**src/rtl/drm_rd_ctrl_if.sv**
```systemverilog
// drm_rd_ctrl_if: output word stream of the frame read controller
interface drm_rd_ctrl_if #(
  parameter int DATA_WIDTH = 32
);
  logic [DATA_WIDTH-1:0] m_data;
  logic                  m_valid;
  logic                  m_ready;
  logic                  m_last;
  modport master (output m_data, m_valid, m_last, input m_ready);
  modport slave  (input m_data, m_valid, m_last, output m_ready);
endinterface

```
**src/rtl/drm_rd_ctrl.sv**
```systemverilog
// drm_rd_ctrl: reads a completed frame from RAM in natural or bit-reversed order and streams it out
module drm_rd_ctrl #(
  parameter int ADDR_WIDTH = 9,
  parameter int DATA_WIDTH = 32
) (
  input  logic                  clk,
  input  logic                  rst_n,
  input  logic                  frame_rdy,
  input  logic                  bitrev_en,
  output logic [ADDR_WIDTH-1:0] rd_addr,
  output logic                  rd_clk_en,
  input  logic [DATA_WIDTH-1:0] rd_data,
  drm_rd_ctrl_if.master         m,
  output logic                  busy,
  output logic                  frame_done,
  output logic                  ovf_err
);
  typedef enum logic [1:0] {IDLE, READ, DRAIN} state_t;
  state_t                state;
  logic                  brev;
  logic                  inflight;
  logic                  pop;
  logic [ADDR_WIDTH-1:0] cnt;
  logic [ADDR_WIDTH-1:0] ocnt;
  logic [ADDR_WIDTH-1:0] rev;
  logic [DATA_WIDTH-1:0] mem [4];
  logic [1:0]            wp;
  logic [1:0]            rp;
  logic [2:0]            fifo_cnt;
  always_comb begin
    rev = '0;
    for (int i = 0; i < ADDR_WIDTH; i++) rev[i] = cnt[ADDR_WIDTH-1-i];
  end
  // queued words plus the read still in the RAM pipeline never exceed the FIFO depth
  assign rd_clk_en = (state == READ) && ((fifo_cnt + {2'b0, inflight}) < 3'd4);
  assign rd_addr   = brev ? rev : cnt;
  assign m.m_valid = fifo_cnt != 3'd0;
  assign m.m_data  = m.m_valid ? mem[rp] : '0;
  assign m.m_last  = m.m_valid && (ocnt == '1);
  assign pop       = m.m_valid && m.m_ready;
  assign busy      = state != IDLE;
  always_ff @(posedge clk) if (inflight) mem[wp] <= rd_data;
  always_ff @(posedge clk or negedge rst_n) begin
    if (!rst_n) begin
      state      <= IDLE;
      brev       <= 1'b0;
      inflight   <= 1'b0;
      cnt        <= '0;
      ocnt       <= '0;
      wp         <= '0;
      rp         <= '0;
      fifo_cnt   <= '0;
      frame_done <= 1'b0;
      ovf_err    <= 1'b0;
    end else begin
      frame_done <= pop && m.m_last;
      ovf_err    <= frame_rdy && (state != IDLE);
      inflight   <= rd_clk_en;
      fifo_cnt   <= fifo_cnt + {2'b0, inflight} - {2'b0, pop};
      if (inflight) wp <= wp + 2'd1;
      if (pop) begin
        rp   <= rp + 2'd1;
        ocnt <= ocnt + 1'b1;
      end
      if (rd_clk_en) cnt <= cnt + 1'b1;
      case (state)
        IDLE: if (frame_rdy) begin
          brev  <= bitrev_en;
          cnt   <= '0;
          ocnt  <= '0;
          state <= READ;
        end
        READ:    if (rd_clk_en && (cnt == '1)) state <= DRAIN;
        DRAIN:   if (pop && m.m_last) state <= IDLE;
        default: state <= IDLE;
      endcase
    end
  end
endmodule

```
**src/flat_wrapper.sv**
```systemverilog
// flat-port wrapper written by rule: the top's interface ports become plain ports
module drm_rd_ctrl_flat 
#(
  parameter int ADDR_WIDTH = 9,
  parameter int DATA_WIDTH = 32
)
  (clk, rst_n, frame_rdy, bitrev_en, rd_addr, rd_clk_en, rd_data, busy, frame_done, ovf_err, m_m_data, m_m_valid, m_m_last, m_m_ready);
  drm_rd_ctrl_if #(.DATA_WIDTH(DATA_WIDTH)) m_i ();
  input  logic clk;
  input  logic rst_n;
  input  logic frame_rdy;
  input  logic bitrev_en;
  output logic [ADDR_WIDTH-1:0] rd_addr;
  output logic rd_clk_en;
  input  logic [DATA_WIDTH-1:0] rd_data;
  output logic busy;
  output logic frame_done;
  output logic ovf_err;
  output wire logic [$bits(m_i.m_data)-1:0] m_m_data;
  output wire logic [$bits(m_i.m_valid)-1:0] m_m_valid;
  output wire logic [$bits(m_i.m_last)-1:0] m_m_last;
  input wire logic [$bits(m_i.m_ready)-1:0] m_m_ready;
  assign m_m_data = m_i.m_data;
  assign m_m_valid = m_i.m_valid;
  assign m_m_last = m_i.m_last;
  assign m_i.m_ready = m_m_ready;
  drm_rd_ctrl #(.ADDR_WIDTH(ADDR_WIDTH), .DATA_WIDTH(DATA_WIDTH)) u_core (.clk(clk), .rst_n(rst_n), .frame_rdy(frame_rdy), .bitrev_en(bitrev_en), .rd_addr(rd_addr), .rd_clk_en(rd_clk_en), .rd_data(rd_data), .m(m_i), .busy(busy), .frame_done(frame_done), .ovf_err(ovf_err));
endmodule
```
**config.mk**
```make
export PLATFORM = sky130hd
export DESIGN_NAME = drm_rd_ctrl_flat
export DESIGN_NICKNAME = d
export VERILOG_FILES = /design/src/rtl/drm_rd_ctrl_if.sv /design/src/rtl/drm_rd_ctrl.sv /design/src/flat_wrapper.sv
export SDC_FILE = /design/constraint.sdc
export NUM_CORES = 1
export LEC_CHECK = 0
export ABC_AREA = 1
export CORE_MARGIN = 4
export CORE_UTILIZATION = 40
export CTS_CLUSTER_DIAMETER = 150
export DETAILED_ROUTE_END_ITERATION = 7
export DONT_BUFFER_PORTS = 1
export PLACE_DENSITY = 0.64
export SLEW_MARGIN = 20
export SYNTH_ARGS = -nofsm -noshare
export SYNTH_HDL_FRONTEND = slang
export SYNTH_SLANG_ARGS = --single-unit
```
**constraint.sdc**
```tcl
create_clock -name clk -period 2 [get_ports clk]
set_input_delay 0.1 -clock clk [delete_from_list [all_inputs] [get_ports clk]]
set_output_delay 0.1 -clock clk [all_outputs]
set_load 0.1 [all_outputs]
```
==> run metrics <==
status finished, final reports clean; layout cells sized above 1 0.2281; worst-path fanout max 8; final net count around 760; final wirelength 15930 um; WL/cell roughly 17 um; crit path launch type flip-flop; pin count of the biggest net entering global routing 66; CTS buffer count 17; Clk Latency, worst-skew pair ~0.42 ns; Synth Instances between 600 and 700; Ys Warns 0; DIE WIDTH around 140 um; DRC 0; drt first pass iters 5; Worst-Margin Slew 0.8248 ns; clk sinks 159; Final ANT Viol Nets 0; Clock transition at path regs 0.06 ns; #FFs+latches synth 159; starting density of the core 0.4058; Final Max Slew Viols 0; Layout Utilization 0.5645; Root Driver clkbuf_16; max cap viols 0; die area ~0.019 mm^2; WHS 0.1237 ns; CP arrival approximately 1.9 ns; R2R depth 7; most used flip-flop cell after synthesis edfxtp_1; Req. time, crit path approximately 1.9 ns; post-synth top area share 0.5731; I/O Pins between 80 and 90; sequential-to-total area share from yosys stat 0.6888; clock buffer depth 2; Area growth, synth to finish 39.09%; Diodes inserted 0; skew final roughly 0.0063 ns; vias in the first global route 4798; FP Rows 47; GPL Wtd Cong between 0.8 and 0.9; Post-synth EDFFs 128; syn nets 655; CTS tree built; cell taking the most area after synthesis edfxtp_1; CP Class reg -> out; Avg Cell Area, Syn around 11 um^2; DP HPWL 9591 um; port bufs 0; Die Height between 100 and 150 um; Hold WC Path Type in -> async; Yosys cell types 28; final clock period utilization by the worst path 0.9812; DR vias/cell roughly 5.1; first-pass GRT wire length ~24000 um; unrepaired setup endpoints after global routing true; register-to-register setup slack roughly 0.22 ns; Fmax achieved roughly 0.51 GHz; Iteration-0 DRC Markers roughly 300; H-tree levels 4; Critical Path End Type primary output; most frequent cells after synthesis 157 x nor2_1, 128 x edfxtp_1, 53 x nand2_1; Post-Syn Area approximately 0.0067 mm^2; GRT overflow 0; Core Footprint approximately 0.017 mm^2; Tot GR Track Use 0.1673; crit path time final 1.962 ns; FFs w/ async S/R, synth 0.1950; endpoints failing hold 0; most common cell in the netlist nor2_1; Relative slew margins 0.4495; via count 4751; initial antenna violation count 0; top cells by area, synth edfxtp_1 57%, dfrtp_1 12%, nor2_1 8.8%; # setup viols final 0
[logic make-up after synthesis]
kind of cell | count (synthesis) | synth area share
simple gates | 229 | 0.1353
fa+ha+maj | 12 | 0.02239
xor+xnor | 6 | 0.007836
flops | 159 | 0.6888
compound gates | 128 | 0.09627
buf+inv | 72 | 0.04944
[metal layers]
layer  part of all wire  global-route usage
met1               0.42              0.2058
met2               0.51              0.2912
met3              0.056             0.03798
met4              0.015             0.05488
met5                  0                   0
[final timing paths]
check / to / startpoint
min reg2reg: u_core.ocnt[3]$_DFF_PN0_ / u_core.ocnt[3]$_DFF_PN0_
min in group clk: u_core.state[0]$_DFFE_PN0P_ / frame_rdy
max in group asynchronous: u_core.rp[0]$_DFFE_PN0P_ / rst_n
min: u_core.ocnt[7]$_DFF_PN0_ / rst_n
max: m_m_data[0] / u_core.rp[0]$_DFFE_PN0P_
max reg2reg: u_core.cnt[8]$_DFF_PN0_ / u_core.cnt[0]$_DFF_PN0_
[flip-flops by register name, indices dropped and copies added, names as in the netlist]
| name | flops |
|---|---|
| u_core.mem | 128 |
| u_core.cnt | 9 |
| u_core.ocnt | 9 |
| u_core.fifo_cnt | 3 |
| u_core.rp | 2 |
| u_core.state | 2 |
| u_core.wp | 2 |
| u_core.brev | 1 |
| u_core.frame_done | 1 |
| u_core.inflight | 1 |
| u_core.ovf_err | 1 |
[area by class of cell]
type | instances | area, um^2
tap | 220 | 275.3
multi-input combinational | 375 | 2162
clock buffer | 24 | 483.0
timing repair buffer | 112 | 1549
clock inverter | 8 | 67.56
inverter | 41 | 168.9
sequential | 159 | 4622
fill | 1331 | 7197
[cells in the final DEF, fill, tap and decap left out, types with 20 or more instances in the layout]
| cell | synthesis | routed |
|---|---|---|
| nand2_1 | 53 | 52 |
| o21ai_1 | 34 | 44 |
| o21ai_0 | 47 | 30 |
| inv_1 | 38 | 33 |
| dlygate4sd3_1 | 0 | 36 |
| buf_12 | 0 | 46 |
| dfrtp_1 | 31 | 29 |
| clkbuf_16 | 0 | 20 |
| buf_4 | 9 | 26 |
| nor2_1 | 157 | 152 |
| a21oi_4 | 0 | 28 |
| edfxtp_1 | 128 | 128 |
[per-stage QoR]
step	setup TNS, ns	area, um^2	instances	setup slack, ns
3_3_place_gp	0	8189	859	0.3043
6_report	0	9328	939	0.03761
3_5_place_dp	0	8189	859	0.2345
2_1_floorplan	-2.980	7068	606	-0.7207
4_1_cts	0	9146	930	0.002772
5_1_grt	-0.1269	9328	939	-0.01898
[what timing repair did]
| action | CTS | global route |
|---|---|---|
| cloned | 0 | 5 |
| pin swaps | 0 | 9 |
| setup buffers | 2 | 4 |
| gates resized for setup | 4 | 29 |
| hold buffers | 37 | 0 |
| hold endpoints to repair | 167 | 0 |
| setup endpoints to repair | 30 | 32 |
[critical path: stages, from the launching register on]
cell and delay (ns):
dfrtp_2 0.45, buf_12 0.16, buf_6 0.15, nor2_1 0.06, nor2_1 0.07, o21ai_0 0.10
a21oi_2 0.25, buf_12 0.21
Power is not shown: default switching activity piles up to over one toggle a cycle in this logic, so the estimate is an artifact.
